==> src/rtl/w25q_pkg.sv <==
// Shared definitions for the W25Q read streamer: FSM encoding, address step and buffer sizing.
// byte_swap32 backs the optional W25Q_STREAM_BYTESWAP_EN build of the streamer.
package w25q_pkg;

    typedef enum logic [1:0] {
        IDLE  = 2'd0,
        ISSUE = 2'd1,
        WAIT  = 2'd2,
        DONE  = 2'd3
    } state_t;

    localparam int ADDR_STEP          = 4;
    localparam int FIFO_DEPTH_DEFAULT = 4;

    function automatic logic [31:0] byte_swap32(input logic [31:0] d);
        return {d[7:0], d[15:8], d[23:16], d[31:24]};
    endfunction

endpackage

==> src/rtl/w25q_word_fifo.sv <==
// Synchronous word FIFO with async reset; a push into a full FIFO is taken only alongside a pop.
// rdata reads as zero while empty so downstream data is clean between bursts.
module w25q_word_fifo #(
    parameter int WIDTH = 33,
    parameter int DEPTH = 4,
    localparam int PTR_W = (DEPTH > 1) ? $clog2(DEPTH) : 1,
    localparam int CNT_W = $clog2(DEPTH + 1)
) (
    input  logic             clk,
    input  logic             rst,
    input  logic             push,
    input  logic [WIDTH-1:0] wdata,
    input  logic             pop,
    output logic [WIDTH-1:0] rdata,
    output logic             full,
    output logic             empty,
    output logic [CNT_W-1:0] count
);

    logic [WIDTH-1:0] mem [DEPTH];
    logic [PTR_W-1:0] wr_ptr;
    logic [PTR_W-1:0] rd_ptr;
    logic             do_push;
    logic             do_pop;

    assign full    = (count == CNT_W'(DEPTH));
    assign empty   = (count == '0);
    assign do_pop  = pop && !empty;
    assign do_push = push && (!full || do_pop);
    assign rdata   = empty ? '0 : mem[rd_ptr];

    always_ff @(posedge clk) begin
        if (do_push) mem[wr_ptr] <= wdata;
    end

    always_ff @(posedge clk or posedge rst) begin
        if (rst) begin
            wr_ptr <= '0;
            rd_ptr <= '0;
            count  <= '0;
        end else begin
            if (do_push) wr_ptr <= wr_ptr + PTR_W'(1);
            if (do_pop)  rd_ptr <= rd_ptr + PTR_W'(1);
            case ({do_push, do_pop})
                2'b10:   count <= count + CNT_W'(1);
                2'b01:   count <= count - CNT_W'(1);
                default: count <= count;
            endcase
        end
    end

endmodule

==> src/rtl/w25q_read_streamer.sv <==
// Streams a burst of 32-bit flash words through a single-word SPI reader into a word FIFO.
// Optional build macro: W25Q_STREAM_BYTESWAP_EN byte-reverses each word before buffering.
module w25q_read_streamer
    import w25q_pkg::*;
#(
    parameter int FIFO_DEPTH = FIFO_DEPTH_DEFAULT,
    parameter int ADDR_W     = 24
) (
    input  logic              clk,
    input  logic              rst,
    input  logic              req_start,
    input  logic [ADDR_W-1:0] req_addr,
    input  logic [15:0]       req_words,
    output logic              req_ready,
    output logic              rd_start,
    output logic [ADDR_W-1:0] rd_addr,
    input  logic              rd_busy,
    input  logic [31:0]       rd_data,
    output logic [31:0]       out_data,
    output logic              out_valid,
    input  logic              out_ready,
    output logic              out_last
);

    localparam int CNT_W = $clog2(FIFO_DEPTH + 1);

    state_t            state, state_nx;
    logic [ADDR_W-1:0] addr_q, addr_nx;
    logic [15:0]       remain_q, remain_nx;
    logic              pending_q, pending_nx;

    logic              fifo_push;
    logic              fifo_pop;
    logic              fifo_full;
    logic              fifo_empty;
    logic [CNT_W-1:0]  fifo_count;
    logic [32:0]       fifo_rdata;
    logic [31:0]       word_in;
    logic              space_after_push;

`ifdef W25Q_STREAM_BYTESWAP_EN
    assign word_in = byte_swap32(rd_data);
`else
    assign word_in = rd_data;
`endif

    assign req_ready = (state == IDLE) && !rd_busy;
    assign rd_start  = (state == ISSUE);
    assign rd_addr   = addr_q;
    assign out_valid = !fifo_empty;
    assign out_data  = fifo_rdata[31:0];
    assign out_last  = fifo_rdata[32];
    assign fifo_pop  = out_valid && out_ready;

    // Occupancy after this cycle's capture still leaves room for one more word.
    assign space_after_push = fifo_pop || (fifo_count < CNT_W'(FIFO_DEPTH - 1));

    always_ff @(posedge clk or posedge rst) begin
        if (rst) begin
            state     <= IDLE;
            addr_q    <= '0;
            remain_q  <= '0;
            pending_q <= 1'b0;
        end else begin
            state     <= state_nx;
            addr_q    <= addr_nx;
            remain_q  <= remain_nx;
            pending_q <= pending_nx;
        end
    end

    always_comb begin
        state_nx   = state;
        addr_nx    = addr_q;
        remain_nx  = remain_q;
        pending_nx = pending_q;
        fifo_push  = 1'b0;
        case (state)
            IDLE: begin
                if (req_start && req_ready && (req_words != 16'd0) && !fifo_full) begin
                    addr_nx   = req_addr;
                    remain_nx = req_words;
                    state_nx  = ISSUE;
                end
            end
            ISSUE: begin
                if (rd_busy) begin
                    pending_nx = 1'b1;
                    state_nx   = WAIT;
                end
            end
            WAIT: begin
                // pending_q low means the word is already captured and we are stalled on a full FIFO.
                if (pending_q) begin
                    if (!rd_busy) begin
                        fifo_push  = 1'b1;
                        pending_nx = 1'b0;
                        addr_nx    = addr_q + ADDR_W'(ADDR_STEP);
                        remain_nx  = remain_q - 16'd1;
                        if (remain_q == 16'd1)     state_nx = DONE;
                        else if (space_after_push) state_nx = ISSUE;
                    end
                end else if (!fifo_full) begin
                    state_nx = ISSUE;
                end
            end
            DONE:    state_nx = IDLE;
            default: state_nx = IDLE;
        endcase
    end

    w25q_word_fifo #(
        .WIDTH (33),
        .DEPTH (FIFO_DEPTH)
    ) u_fifo (
        .clk   (clk),
        .rst   (rst),
        .push  (fifo_push),
        .wdata ({remain_q == 16'd1, word_in}),
        .pop   (fifo_pop),
        .rdata (fifo_rdata),
        .full  (fifo_full),
        .empty (fifo_empty),
        .count (fifo_count)
    );

endmodule

==> config.mk <==
export PLATFORM = sky130hd
export DESIGN_NAME = w25q_read_streamer
export DESIGN_NICKNAME = d
export VERILOG_FILES = /design/src/rtl/w25q_pkg.sv /design/src/rtl/w25q_word_fifo.sv /design/src/rtl/w25q_read_streamer.sv
export SDC_FILE = /design/constraint.sdc
export NUM_CORES = 1
export LEC_CHECK = 0
export ABC_AREA = 1
export BUFFER_PORTS_ARGS = -buffer_cell sky130_fd_sc_hd__buf_2
export CAP_MARGIN = 20
export CORE_ASPECT_RATIO = 1.2
export CORE_MARGIN = 2
export CORE_UTILIZATION = 45
export CTS_CLUSTER_DIAMETER = 150
export DETAILED_ROUTE_END_ITERATION = 10
export PLACE_DENSITY = 0.66
export SLEW_MARGIN = 30
export SYNTH_ARGS = -nofsm -noshare
export SYNTH_HDL_FRONTEND = slang
export SYNTH_SLANG_ARGS = --single-unit
export TNS_END_PERCENT = 50
==> constraint.sdc <==
create_clock -name clk -period 4.5 [get_ports clk]
set_clock_uncertainty 0.05 [all_clocks]
set_input_delay 0.675 -clock clk [delete_from_list [all_inputs] [get_ports clk]]
set_output_delay 0.675 -clock clk [all_outputs]
set_load 0.01 [all_outputs]
==> After elaboration in Yosys (flattened, before gate mapping) <==
Memory sizes are Yosys's and may differ from the RTL's.
Index checks and enable logic that the tools add are counted.
Widths: inputs -> output; s select.
{ "word_totals": {"reg_bits": 50, "ram_bits": 132, "input_bits": 77, "output_inout_bits": 60, "wordCells": 77, "memories": 1} }
{ "mem_list": {"columns": ["name", "depth", "word_bits", "rd", "rd_clocked_by_memory_dff", "write_ports", "line_no", "rtl"], "rows": [
  ["u_fifo.mem", 4, 33, 1, 0, 1, "w25q_word_fifo.sv:20", "logic [WIDTH-1:0] mem [DEPTH];"]
]} }
{ "op_classes": {"addsub": 6, "order_cmp": 1, "eq_ne": 14, "n_mux": 27, "reduce_logical": 21} }
{ "ops": {"columns": ["operator", "count"], "rows": [
  ["$mux 24", 3],
  ["$mux 16", 3],
  ["$pmux 24 s2", 1],
  ["$mux 33", 1],
  ["$pmux 16 s2", 1],
  ["$add 24x3->24 const B", 1],
  ["$eq 16x1->1 const B", 1],
  ["$reduce_bool 16->1", 1],
  ["$sub 16x1->16 const B", 1],
  ["$mux 2", 7],
  ["$mux 1", 8],
  ["$pmux 2 s4", 1],
  ["$logic_and 1x1->1", 7],
  ["$eq 2x2->1 const B", 3],
  ["$ne 3x3->1 const B", 2],
  ["$pmux 3 s2", 1],
  ["$reduce_bool 2->1", 3],
  ["$reduce_and 5->1", 1],
  ["$add 2x1->2 const B", 2],
  ["$eq 2x1->1 const B", 2],
  ["$ne 2x1->1 const B", 2],
  ["$ne 2x2->1 const B", 2],
  ["$ne 4x3->1 const B", 1],
  ["$reduce_and 4->1", 1],
  ["10 further kinds", 13]
]} }

==> Depth between registers and ports, before layout <==
Gate-level depths: netlist of the first run.
{ "logic_depth": {"ltp_word": 9, "ltp_mapped": 11, "mapped_depth_nobuf": 11} }

==> By module <==
Synthesis of the first run repeated with hierarchy kept, for this count alone.
{ "hier_totals": {"hier_cells": 1122, "hier_area_um2": 9335.2} }
{ "by_module_without_submodules": {"columns": ["module", "instances", "cells_per_inst", "area_each_um2", "seq_area_each_um2"], "rows": [
  ["w25q_word_fifo", 1, 582, 6078.3, 4139.0],
  ["w25q_read_streamer", 1, 540, 3256.9, 1076.0]
]} }

==> Least setup slack after synthesis of the first run <==
Ideal clock, no wire load.
{ "synth_timing": {"kind": "input to register", "from": "in rd_busy", "to": "mem u_fifo.mem[0][0] (enable)", "setup_time_ns": 0.423, "arrival_time_ns": 2.677, "t_required_ns": 4.027, "path_slack_ns": 1.350, "path_stages": 4, "path_buffers": 0, "cell_sequence": "nor2_1 nand2_4 o21bai_2 nor2_1"} }
{ "synth_between": {"elab_chain_len": 6} }
{ "synth_lines": {"columns": ["item", "line_no", "rtl"], "rows": [
  ["from (decl)", "w25q_read_streamer.sv:17", "input logic rd_busy,"],
  ["$mux 1", "w25q_read_streamer.sv:95", "if (!rd_busy) begin"],
  ["$mux 1", "w25q_read_streamer.sv:94", "if (pending_q) begin"],
  ["$mux 1", "w25q_read_streamer.sv:78", "case (state)"],
  ["$logic_and 1x1->1", "w25q_word_fifo.sv:29", "assign do_push = push && (!full || do_pop);"],
  ["$mux 1", "w25q_word_fifo.sv:33", "if (do_push) mem[wr_ptr] <= wdata;"],
  ["$mux 1 (implied by the code)", "w25q_word_fifo.sv:33", null],
  ["to (decl)", "w25q_word_fifo.sv:20", null]
]} }
Every way passes these cells.

==> Final worst setup path of the first run <==
{ "layout_timing": {"from": "reg u_fifo.count[2]", "to": "out out_last"} }
{ "layout_between": {"elab_chain_len": 2} }
{ "layout_lines": {"columns": ["item", "line_no", "rtl"], "rows": [
  ["from (decl)", "w25q_word_fifo.sv:17", "output logic [CNT_W-1:0] count"],
  ["from (signal assigned)", "w25q_word_fifo.sv:45", "2'b10: count <= count + CNT_W'(1);"],
  ["from (signal assigned)", "w25q_word_fifo.sv:46", "2'b01: count <= count - CNT_W'(1);"],
  ["from (signal assigned)", "w25q_word_fifo.sv:47", "default: count <= count;"],
  ["$logic_not 3->1", "w25q_word_fifo.sv:27", "assign empty = (count == '0);"],
  ["$mux 33", "w25q_word_fifo.sv:30", "assign rdata = empty ? '0 : mem[rd_ptr];"],
  ["to (decl)", "w25q_read_streamer.sv:22", "output logic out_last"]
]} }
Every way passes these cells.

==> run metrics, run 1 <==
Yosys cell types 38; residual DRC count 0; Synth area leaders edfxtp_1 45%, dfrtp_1 14%, nor2_1 9.0%, nand2_1 8.8%, o21ai_0 5.0%; First-pass DRT Iterations 5; worst-path maximum fanout 19; Fin Hold WS 0.142 ns; Post-Syn Area per Cell 9.04 sq um; # setup viols final 0; largest net degree at the start of global routing 69; IO Pins 137; Post-Synthesis Cells 971; crit path DAT 2.27 ns; Area Overhead vs Synth 17.0%; multi-input logic area 0.00317 sq mm; routed len/inst 14.9 um; initial antenna violation count 1; Sequential Power Share 0.372; Setup Crit Path Kind flip-flop to primary output; buffers plus inverters on the worst setup path 2; clock network power share 0.230; RSZ-0062 raised after global routing false; top_reg_cell synth edfxtp_1; CTS tree yes; EDFF count, synth 132; Finished Layout Cells 1,364; DR vias 6,975; status finished, final reports clean; Die ar. 0.0206 sq mm; post-synthesis instance area 0.00878 sq mm; delay-heaviest family, CP simple AND/OR/NAND/NOR gates; ANT nets after route 0; Critical-path top delay cell nor3_4; biggest cell delay along the critical path 0.72 ns; Max VDD drop 0.290 mV; Int Power 3.66 mW; asr flop ratio synth 0.275; hold_buf cts 0; most frequent cells in the layout 206 x nor2_1, 206 x nand2_1, 136 x buf_2; yosys warns 0; final WL 20,400 um; switching share of total power 0.416; share of cells above drive strength 1 0.197; share of the synthesized area in the top cell type 0.452; sw power 2.60 mW; post-layout util 0.541; Initial Utilization 0.462; PortBufs 136; grt ovf 0; CTS Root Cell clkbuf_16; vias in the first global route 6,463; fill count 1,778; hpwl dp 13,200 um; CTS buffer count 17; Synth Register Bits 182; dpl cells 1,331; final hold vios 0; setup_tns 0 ns; Slew Viols, Final 0; Core Box Area 0.0190 sq mm; NumNets Final 1,180; Max Freq 334 MHz; DR iter-0 viols 442; Rows 55; Die Span Y 157 um; period utilization 0.666; CP Cell Sequence nor3_4, buf_4, a21oi_1, buf_2; worst min path class input port to async pin; Final Critical Period 3.00 ns; number of H-tree levels 4; Die X 131 um; post-synthesis sequential area ratio 0.594; GRT Total Usage 0.197; CP endpoint kind primary output; relative slew slack 0.452; Post-CTS Resized 0; post-CTS setup buffers 0; storage element area 0.00522 sq mm; Max clock buf depth 2; Cell Pwr Density 610 mW/mm^2; first-pass GRT wire length 32,300 um; number of vias per cell 5.11; post-synth top area cell edfxtp_1; actual slew at the worst max-slew pin 0.820 ns; worst path required time 3.77 ns; GPL Wtd Cong 0.870; critical path startpoint category flip-flop; Worst-path clk slew 0.07 ns; synthesized net count 1,057; max_cap viols 0; combinational share of power 0.398; total chip power 6.27 mW; CTS Sinks 182; LEAKAGE 4.23 nW; worst skew pair latency 0.42 ns
==> kinds of logic (layout without fill, tap and decap cells) <==
kind of cell | Yosys count | in the layout | share of synthesized area
AO/OA/AOI/OAI | 148 | 148 | 0.0875
flip-flops | 182 | 182 | 0.594
adder cells (fa/ha/maj) | 9 | 9 | 0.0137
other | 0 | 1 | 0
XOR/XNOR | 6 | 6 | 0.00599
buffers and inverters | 98 | 234 | 0.0486
AND/OR/NAND/NOR | 528 | 528 | 0.250
==> state kept, by name (all words and copies together), names as in the netlist <==
register	flops
u_fifo.mem	132
rd_addr	24
remain_q	16
u_fifo.count	3
state	2
u_fifo.rd_ptr	2
u_fifo.wr_ptr	2
pending_q	1
==> worst reg2reg max path: cells and delay by family (launching register included) <==
family	cells	cell delay, ns
compound gates	2	0.59
simple gates	2	0.38
flops	1	0.39
buf+inv	4	0.66
fa+ha+maj	2	0.66
==> power groups by stage <==
stage,clock network (mW),logic (mW),registers [mW]
after global routing,1.54,2.82,2.37
after CTS,1.47,2.51,2.33
after global placement,0,2.46,2.36
after detailed placement,0,2.50,2.36
after floorplan,0,1.70,2.32
final,1.44,2.49,2.33
==> path summary, 6_finish.rpt <==
check                                start               end  slack [ns]  cells past startpoint
setup / recovery           u_fifo.count[2]          out_last        1.50                      4
hold / removal                         rst       rd_addr[16]        0.14                      2
setup reg to reg                  state[0]   u_fifo.count[1]        1.69                     10
hold reg to reg                 rd_addr[0]        rd_addr[0]        0.43                      2
max in group asynchronous              rst  u_fifo.rd_ptr[0]        3.43                      3
min in group clk                rd_data[8]  u_fifo.mem[3][8]        0.41                      1
==> stage by stage <==
step | cell area (sq um) | setup WS (ns)
6_report | 10300 | 1.50
5_1_grt | 10300 | 1.35
4_1_cts | 10300 | 1.49
3_5_place_dp | 9680 | 1.68
3_3_place_gp | 9680 | 1.75
2_1_floorplan | 8780 | 1.35
==> synthesized netlist by cell type (all sizes together) (2+ instances only) <==
cell	count
o21bai	6
xor2	4
inv	54
or2	11
nor2	216
nand3	78
nand4	5
o21ai	90
nand2	214
buf	23
xnor2	2
clkbuf	20
nor3	2
edfxtp	132
a21oi	48
ha	8
dfrtp	50
==> layout make-up <==
cell class	count	area share
Sequential cell	182	0.508
Timing Repair Buffer	147	0.0743
Clock inverter	15	0.0156
Clock buffer	17	0.0414
Antenna cell	1	0.000244
Multi-Input combinational cell	691	0.309
Tap cell	256	0.0312
Inverter	55	0.0202
==> per-layer routing <==
layer  global-route usage  share of wire  up-vias
li1                     -              -     3477
met1                0.257           0.45     3265
met2                0.341           0.49      212
met3               0.0341          0.055       21
met4               0.0590          0.012        0
met5                    0              0        -
Power figures use the tool's default switching activity.
==> run 2, diff against run 1 <==
--- a/config.mk
+++ b/config.mk
@@ -5,7 +5,7 @@
 export SDC_FILE = /design/constraint.sdc
 export NUM_CORES = 1
 export LEC_CHECK = 0
-export ABC_AREA = 1
+export ABC_AREA = 0
 export BUFFER_PORTS_ARGS = -buffer_cell sky130_fd_sc_hd__buf_2
 export CAP_MARGIN = 20
 export CORE_ASPECT_RATIO = 1.2
@@ -13,7 +13,7 @@
 export CORE_UTILIZATION = 45
 export CTS_CLUSTER_DIAMETER = 150
 export DETAILED_ROUTE_END_ITERATION = 10
-export PLACE_DENSITY = 0.66
+export PLACE_DENSITY = 0.69
 export SLEW_MARGIN = 30
 export SYNTH_ARGS = -nofsm -noshare
 export SYNTH_HDL_FRONTEND = slang
==> constraint.sdc (replaced) <==
create_clock -name clk -period 2.6 [get_ports clk]
set_clock_uncertainty 0.05 [all_clocks]
set_input_delay 0.39 -clock clk [delete_from_list [all_inputs] [get_ports clk]]
set_output_delay 0.39 -clock clk [all_outputs]
set_load 0.01 [all_outputs]
==> run 2 against run 1 <==
Die area down 7.7%. Largest cell class unchanged. Sequential power grew 78%. Flip-flop and latch count did not move. Sequential share of layout area rose by 2.4 points. Count of clock-buffer cells in the layout unchanged. Setup slack got worse by 1.2 ns. Critical endpoint is now out_data[6]. Register-to-register slack lost 1.4 ns. Core utilization up 1.7 points. Non-clock buffer count up 12. Worst hold slack got worse by 0.018 ns.
==> run metrics, run 2 <==
post-layout util 0.558 (+0.0172); Worst Hold Depth 1; number of flip-flops in the largest register 132 (unchanged); GPL Wtd Cong 0.824 (-5.3%); Initial Utilization 0.460 (-0.00196); IO Pins 137 (unchanged); # setup viols final 0 (unchanged); number of vias per cell 5.60 (+9.5%); Rows 53 (-3.6%); GRT Total Usage 0.184 (-0.0131); reg2reg start u_fifo.count[0]; most common cell after layout, fill and taps aside buf_2; actual slew at the worst max-slew pin 0.739 ns (-0.0810 ns); residual DRC count 0 (unchanged); worst min path class input port to flip-flop; delay-heaviest family, CP multiplexers; hold_sp rd_data[15]; final WL 17,200 um (-15%); share of cells above drive strength 1 0.339 (+0.142); Hold Path End u_fifo.mem[1][15]; R2R cell count 10 (unchanged); critical path startpoint category flip-flop; Post-Syn Area per Cell 14.0 sq um (+55%); biggest cell delay along the critical path 0.53 ns (-0.19 ns); CP endpoint kind primary output; period utilization 0.899; buffers plus inverters on the worst setup path 2 (unchanged); DR vias 5,362 (-23%); DP Worst Slack 0.289 ns (-1.39 ns); Post-Synthesis Cells 579 (-40%); Post-CTS Resized 0 (unchanged); PortBufs 136 (unchanged); wire length on met2 8740 um (-12%); worst path required time 2.16 ns (-1.61 ns); DR iter-0 viols 382 (-14%); Max clock buf depth 2 (unchanged); EDFF count, synth 132 (unchanged); hold_buf cts 1 (+1); post-synthesis sequential area ratio 0.645 (+0.0508); Yosys cell types 53 (+39%); top_reg_cell synth edfxtp_1; Post-Synth Simple-Gate Area 0.115 (-0.135); CP Cell Sequence buf_12, mux4_2, and2_1, buf_2; count leader, synth edfxtp_1; Setup Crit Path Kind flip-flop to primary output; FF-to-FF setup slack 0.26 ns (-1.43 ns); Largest Register u_fifo.mem; Final WS setup 0.262 ns (-1.24 ns); FF-to-FF End u_fifo.count[2]; status finished, final reports clean; CTS tree yes; Post-Synth XOR/XNOR Area 0.00650 (+0.000512); Cell Pwr Density 1090 mW/mm^2 (+79%); LEAKAGE 3.61 nW (-15%); fill count 1,428 (-20%); Synth Register Bits 182 (unchanged); Final Critical Period 2.34 ns; Max Freq 428 MHz; Area Overhead vs Synth 21.2%; Final Cell Area 0.00980 sq mm (-4.5%); post-synthesis instance area 0.00809 sq mm (-7.9%); yosys warns 0 (unchanged); synthesized-area fraction occupied by adder cells 0.0149 (+0.00117); Die X 126 um (-3.9%); DR top layer met4; grt ovf 0 (unchanged); routed len/inst 18.0 um (+20%); crit path DAT 1.90 ns (-0.37 ns); Die Span Y 151 um (-3.9%); RSZ-0062 raised after global routing false; dpl cells 924 (-31%); total chip power 10.7 mW (+71%); Fin Hold WS 0.124 ns (-0.0179 ns); initial antenna violation count 1 (unchanged); relative slew slack 0.506 (+0.0546); CTS buffer count 17 (unchanged); vias in the first global route 5,312 (-18%); Synth area leaders edfxtp_1 49%, dfrtp_1 15%, mux4_2 9.2%, a21oi_1 3.6%, and2_1 2.9%; synthesized net count 665 (-37%); hpwl dp 11,500 um (-13%); worst skew pair latency 0.43 ns (about the same); First-pass DRT Iterations 5 (unchanged); worst-path maximum fanout 25 (+6); Max VDD drop 0.564 mV (+95%); largest net degree at the start of global routing 53 (-23%); CTS Sinks 182 (unchanged); combinational family with the most area after synthesis simple AND/OR/NAND/NOR gates; final hold vios 0 (unchanged); number of H-tree levels 4 (unchanged); Worst-path clk slew 0.07 ns (about the same); met1 wire length 7330 um (-19%); share of the synthesized area in the top cell type 0.490 (+0.0386); post-synth top area cell edfxtp_1; CTS Root Cell clkbuf_16; post-CTS setup buffers 0 (unchanged); first-pass GRT wire length 27,500 um (-15%); post-synthesis mux area share 0.0972 (+0.0972); most frequent cells in the layout 136 x buf_2, 132 x edfxtp_1, 58 x a21oi_1; Critical-path top delay cell mux4_2; Die ar. 0.0191 sq mm (-7.7%); ANT nets after route 0 (unchanged); WL met3 1010 um (-9.5%); asr flop ratio synth 0.275 (unchanged); max_cap viols 0 (unchanged); setup_tns 0 ns (unchanged); commonest cells in the netlist 132 x edfxtp_1, 58 x a21oi_1, 50 x dfrtp_1, 38 x and2_1, 33 x mux4_2; placed cell area 0.00917 sq mm (-5.3%); Finished Layout Cells 958 (-30%); Core Box Area 0.0176 sq mm (-7.5%); NumNets Final 810 (-31%); Slew Viols, Final 0 (unchanged); Compound-Gate Fraction of Synth Area 0.0973 (+0.00980)
run 2: changes by cell type in the layout (fill, tap and decap cells not counted), moves of 33 or more:
cell,change
nand3_1,-63
and2_1,+33
nand2_1,-174
mux4_2,+33
inv_1,-34
o21ai_0,-60
nor2_1,-177
run 2: area by class of cell:
| type | count | area [sq um] | area share |
|---|---|---|---|
| Sequential cell | 182 | 5220 | 0.532 |
| Multi-Input combinational cell | 350 | 2690 | 0.274 |
| Timing Repair Buffer | 159 | 943 | 0.0963 |
| Clock buffer | 17 | 425 | 0.0434 |
| Tap cell | 220 | 275 | 0.0281 |
| Clock inverter | 15 | 195 | 0.0199 |
| Inverter | 14 | 52.6 | 0.00536 |
| Antenna cell | 1 | 2.50 | 0.000255 |
run 2: per-layer routing:
| layer | up-vias | track usage |
|---|---|---|
| li1 | 2524 | - |
| met1 | 2634 | 0.236 |
| met2 | 190 | 0.313 |
| met3 | 14 | 0.0413 |
| met4 | 0 | 0.0615 |
| met5 | - | 0 |
run 2: cells by family after synthesis:
kind of cell / Yosys count
flops: 182
buf+inv: 47
mux: 37
xor+xnor: 6
simple gates: 166
compound gates: 132
fa+ha+maj: 9
run 2: report_power, final:
| group | internal, mW | switching [mW] | total [mW] |
|---|---|---|---|
| registers | 3.61 | 0.542 | 4.15 |
| logic | 1.82 | 2.07 | 3.89 |
| clock network | 1.48 | 1.19 | 2.67 |
run 2: worst max-delay path by stage:
stage | startpoint | to | slack, ns | depth (start not counted)
finish | u_fifo.rd_ptr[0] | out_data[6] | 0.26 | 4
global route | u_fifo.count[0] | u_fifo.count[2] | 0.09 | 10
CTS | u_fifo.rd_ptr[0] | out_last | 0.21 | 4
detailed placement | u_fifo.count[0] | u_fifo.count[2] | 0.29 | 10
global placement | u_fifo.count[0] | u_fifo.count[2] | 0.38 | 10
floorplan | state[0] | u_fifo.mem[2][0] | -0.03 | 5
==> run 3, diff against run 2 <==
--- a/config.mk
+++ b/config.mk
@@ -8,12 +8,14 @@
 export ABC_AREA = 0
 export BUFFER_PORTS_ARGS = -buffer_cell sky130_fd_sc_hd__buf_2
 export CAP_MARGIN = 20
+export CELL_PAD_IN_SITES_DETAIL_PLACEMENT = 0
+export CELL_PAD_IN_SITES_GLOBAL_PLACEMENT = 1
 export CORE_ASPECT_RATIO = 1.2
 export CORE_MARGIN = 2
-export CORE_UTILIZATION = 45
+export CORE_UTILIZATION = 41
 export CTS_CLUSTER_DIAMETER = 150
 export DETAILED_ROUTE_END_ITERATION = 10
-export PLACE_DENSITY = 0.69
+export PLACE_DENSITY_LB_ADDON = 0.1
 export SLEW_MARGIN = 30
 export SYNTH_ARGS = -nofsm -noshare
 export SYNTH_HDL_FRONTEND = slang
==> run 3 against run 2 <==
Via count shrank 0.54%. Combinational power is 3% lower. First-iteration DRC count decreased by 37%. Register-to-register slack improved by 0.03 ns. Core utilization is 5.5 points lower. Count of clock-buffer cells in the layout rose by 1. Sequential share of layout area grew 0.054 points. Die area grew 9.5%. Critical endpoint is now out_data[1]. Power down 1.7%. Clock power shrank 4%.
==> run metrics, run 3 (synthesis gave the netlist of run 2 again) <==
most common cell after layout, fill and taps aside buf_2; DR iter-0 viols 242 (-37%); CTS buffer count 17 (unchanged); share of cells above drive strength 1 0.335 (-0.00451); Area Overhead vs Synth 21.1% (about the same); crit path DAT 1.92 ns (+0.02 ns); critical path startpoint category flip-flop; Die X 132 um (+4.6%); grt ovf 0 (unchanged); CTS Root Cell clkbuf_16; Die ar. 0.0209 sq mm (+9.5%); Worst-path clk slew 0.07 ns (about the same); worst skew pair latency 0.42 ns (about the same); final hold vios 0 (unchanged); Rows 56 (+5.7%); # setup viols final 0 (unchanged); ANT nets after route 0 (unchanged); ANT cells 0 (-1); Hold Path End u_fifo.mem[0][29]; FF-to-FF setup slack 0.29 ns (+0.03 ns); initial antenna violation count 1 (unchanged); Core Box Area 0.0195 sq mm (+11%); CTS Sinks 182 (unchanged); worst-path maximum fanout 24 (-4.0%); residual DRC count 0 (unchanged); actual slew at the worst max-slew pin 0.731 ns (-0.00803 ns); Max Freq 424 MHz (-0.87%); Largest Register u_fifo.mem; worst min path class input port to flip-flop; LEAKAGE 3.56 nW (-1.3%); reg2reg start u_fifo.count[0]; R2R cell count 10 (unchanged); Finished Layout Cells 993 (+3.7%); hold_sp rd_data[29]; largest net degree at the start of global routing 89 (+68%); First-pass DRT Iterations 5 (unchanged); CP endpoint kind primary output; RSZ-0062 raised after global routing false; number of vias per cell 5.37 (-4.0%); first-pass GRT wire length 28,400 um (+3.0%); NumNets Final 805 (-0.62%); max_cap viols 0 (unchanged); hpwl dp 11,400 um (-0.51%); IO Pins 137 (unchanged); vias in the first global route 5,452 (+2.6%); Cell Pwr Density 1080 mW/mm^2 (-1.6%); dpl cells 960 (+3.9%); Max VDD drop 0.447 mV (-21%); FF-to-FF End u_fifo.count[2]; PortBufs 136 (unchanged); most frequent cells in the layout 136 x buf_2, 132 x edfxtp_1, 58 x a21oi_1; Max clock buf depth 2 (unchanged); final WL 17,600 um (+2.2%); relative slew slack 0.511 (+0.00468); Initial Utilization 0.415 (-0.0450); routed len/inst 17.7 um (-1.4%); CTS tree yes; GRT Total Usage 0.175 (-0.00922); number of flip-flops in the largest register 132 (unchanged); period utilization 0.907 (+0.00791); DR vias 5,333 (-0.54%); Setup Crit Path Kind flip-flop to primary output; worst path required time 2.16 ns (about the same); Slew Viols, Final 0 (unchanged); GPL Wtd Cong 0.797 (-3.3%); total chip power 10.5 mW (-1.7%); status finished, final reports clean; Worst Hold Depth 1 (unchanged); Final Critical Period 2.36 ns (+0.0206 ns); Die Span Y 158 um (+4.6%); number of H-tree levels 4 (unchanged)
[run 3: area by class of cell]
cell class	instances	area, sq um
clock buffer	18	429
tap	261	327
multi-input combinational	350	2700
timing repair buffer	154	906
clock inverter	14	164
sequential	182	5220
fill	1760	9690
inverter	14	52.6
[run 3: metrics by stage]
stage | setup WS, ns | hold slack [ns] | TNS (ns) | utilization | instance area (sq um)
after global placement | 0.373 | 0.431 | 0 | 0.472 | 9190
after CTS | 0.199 | 0.106 | 0 | 0.503 | 9790
final | 0.241 | 0.128 | 0 | 0.503 | 9790
after floorplan | -0.0291 | 0.422 | -1.92 | - | 8090
after detailed placement | 0.308 | 0.447 | 0 | 0.472 | 9190
after global routing | 0.0855 | 0.102 | 0 | 0.503 | 9790
[run 3: layer usage]
layer / share of wire / up-vias / GRT usage
li1: - / 2517 / -
met1: 0.42 / 2663 / 0.214
met2: 0.51 / 134 / 0.305
met3: 0.050 / 17 / 0.0477
met4: 0.013 / 2 / 0.0538
met5: 0.00051 / - / 0
[run 3: power by group]
group | internal [mW] | leakage [nW] | switching [mW]
clock | 1.37 | 0.283 | 1.19
combinational | 1.77 | 1.54 | 2.02
sequential | 3.61 | 1.75 | 0.565
[run 3: worst max path at each step]
| stage | startpoint | to | slack [ns] |
|---|---|---|---|
| after floorplan | state[0] | u_fifo.mem[2][0] | -0.03 |
| after global placement | rd_busy | rd_addr[13] | 0.37 |
| after detailed placement | u_fifo.count[0] | u_fifo.count[2] | 0.31 |
| after CTS | u_fifo.rd_ptr[0] | out_data[1] | 0.20 |
| after global routing | state[0] | rd_addr[4] | 0.09 |
| final | u_fifo.rd_ptr[0] | out_data[1] | 0.24 |
[run 3: repair_timing]
item | CTS | global route
setup buffers | 0 | 0
resized for setup | 0 | 0
endpoints found under the hold margin | 4 | 0
hold buffers | 1 | 0
endpoints found under the setup margin | 0 | 0
[run 3: worst max-delay path, cell delays in order (launching register included)]
cell and delay (ns):
dfrtp_2 0.39, buf_12 0.23, mux4_2 0.55, and2_1 0.19
buf_2 0.14
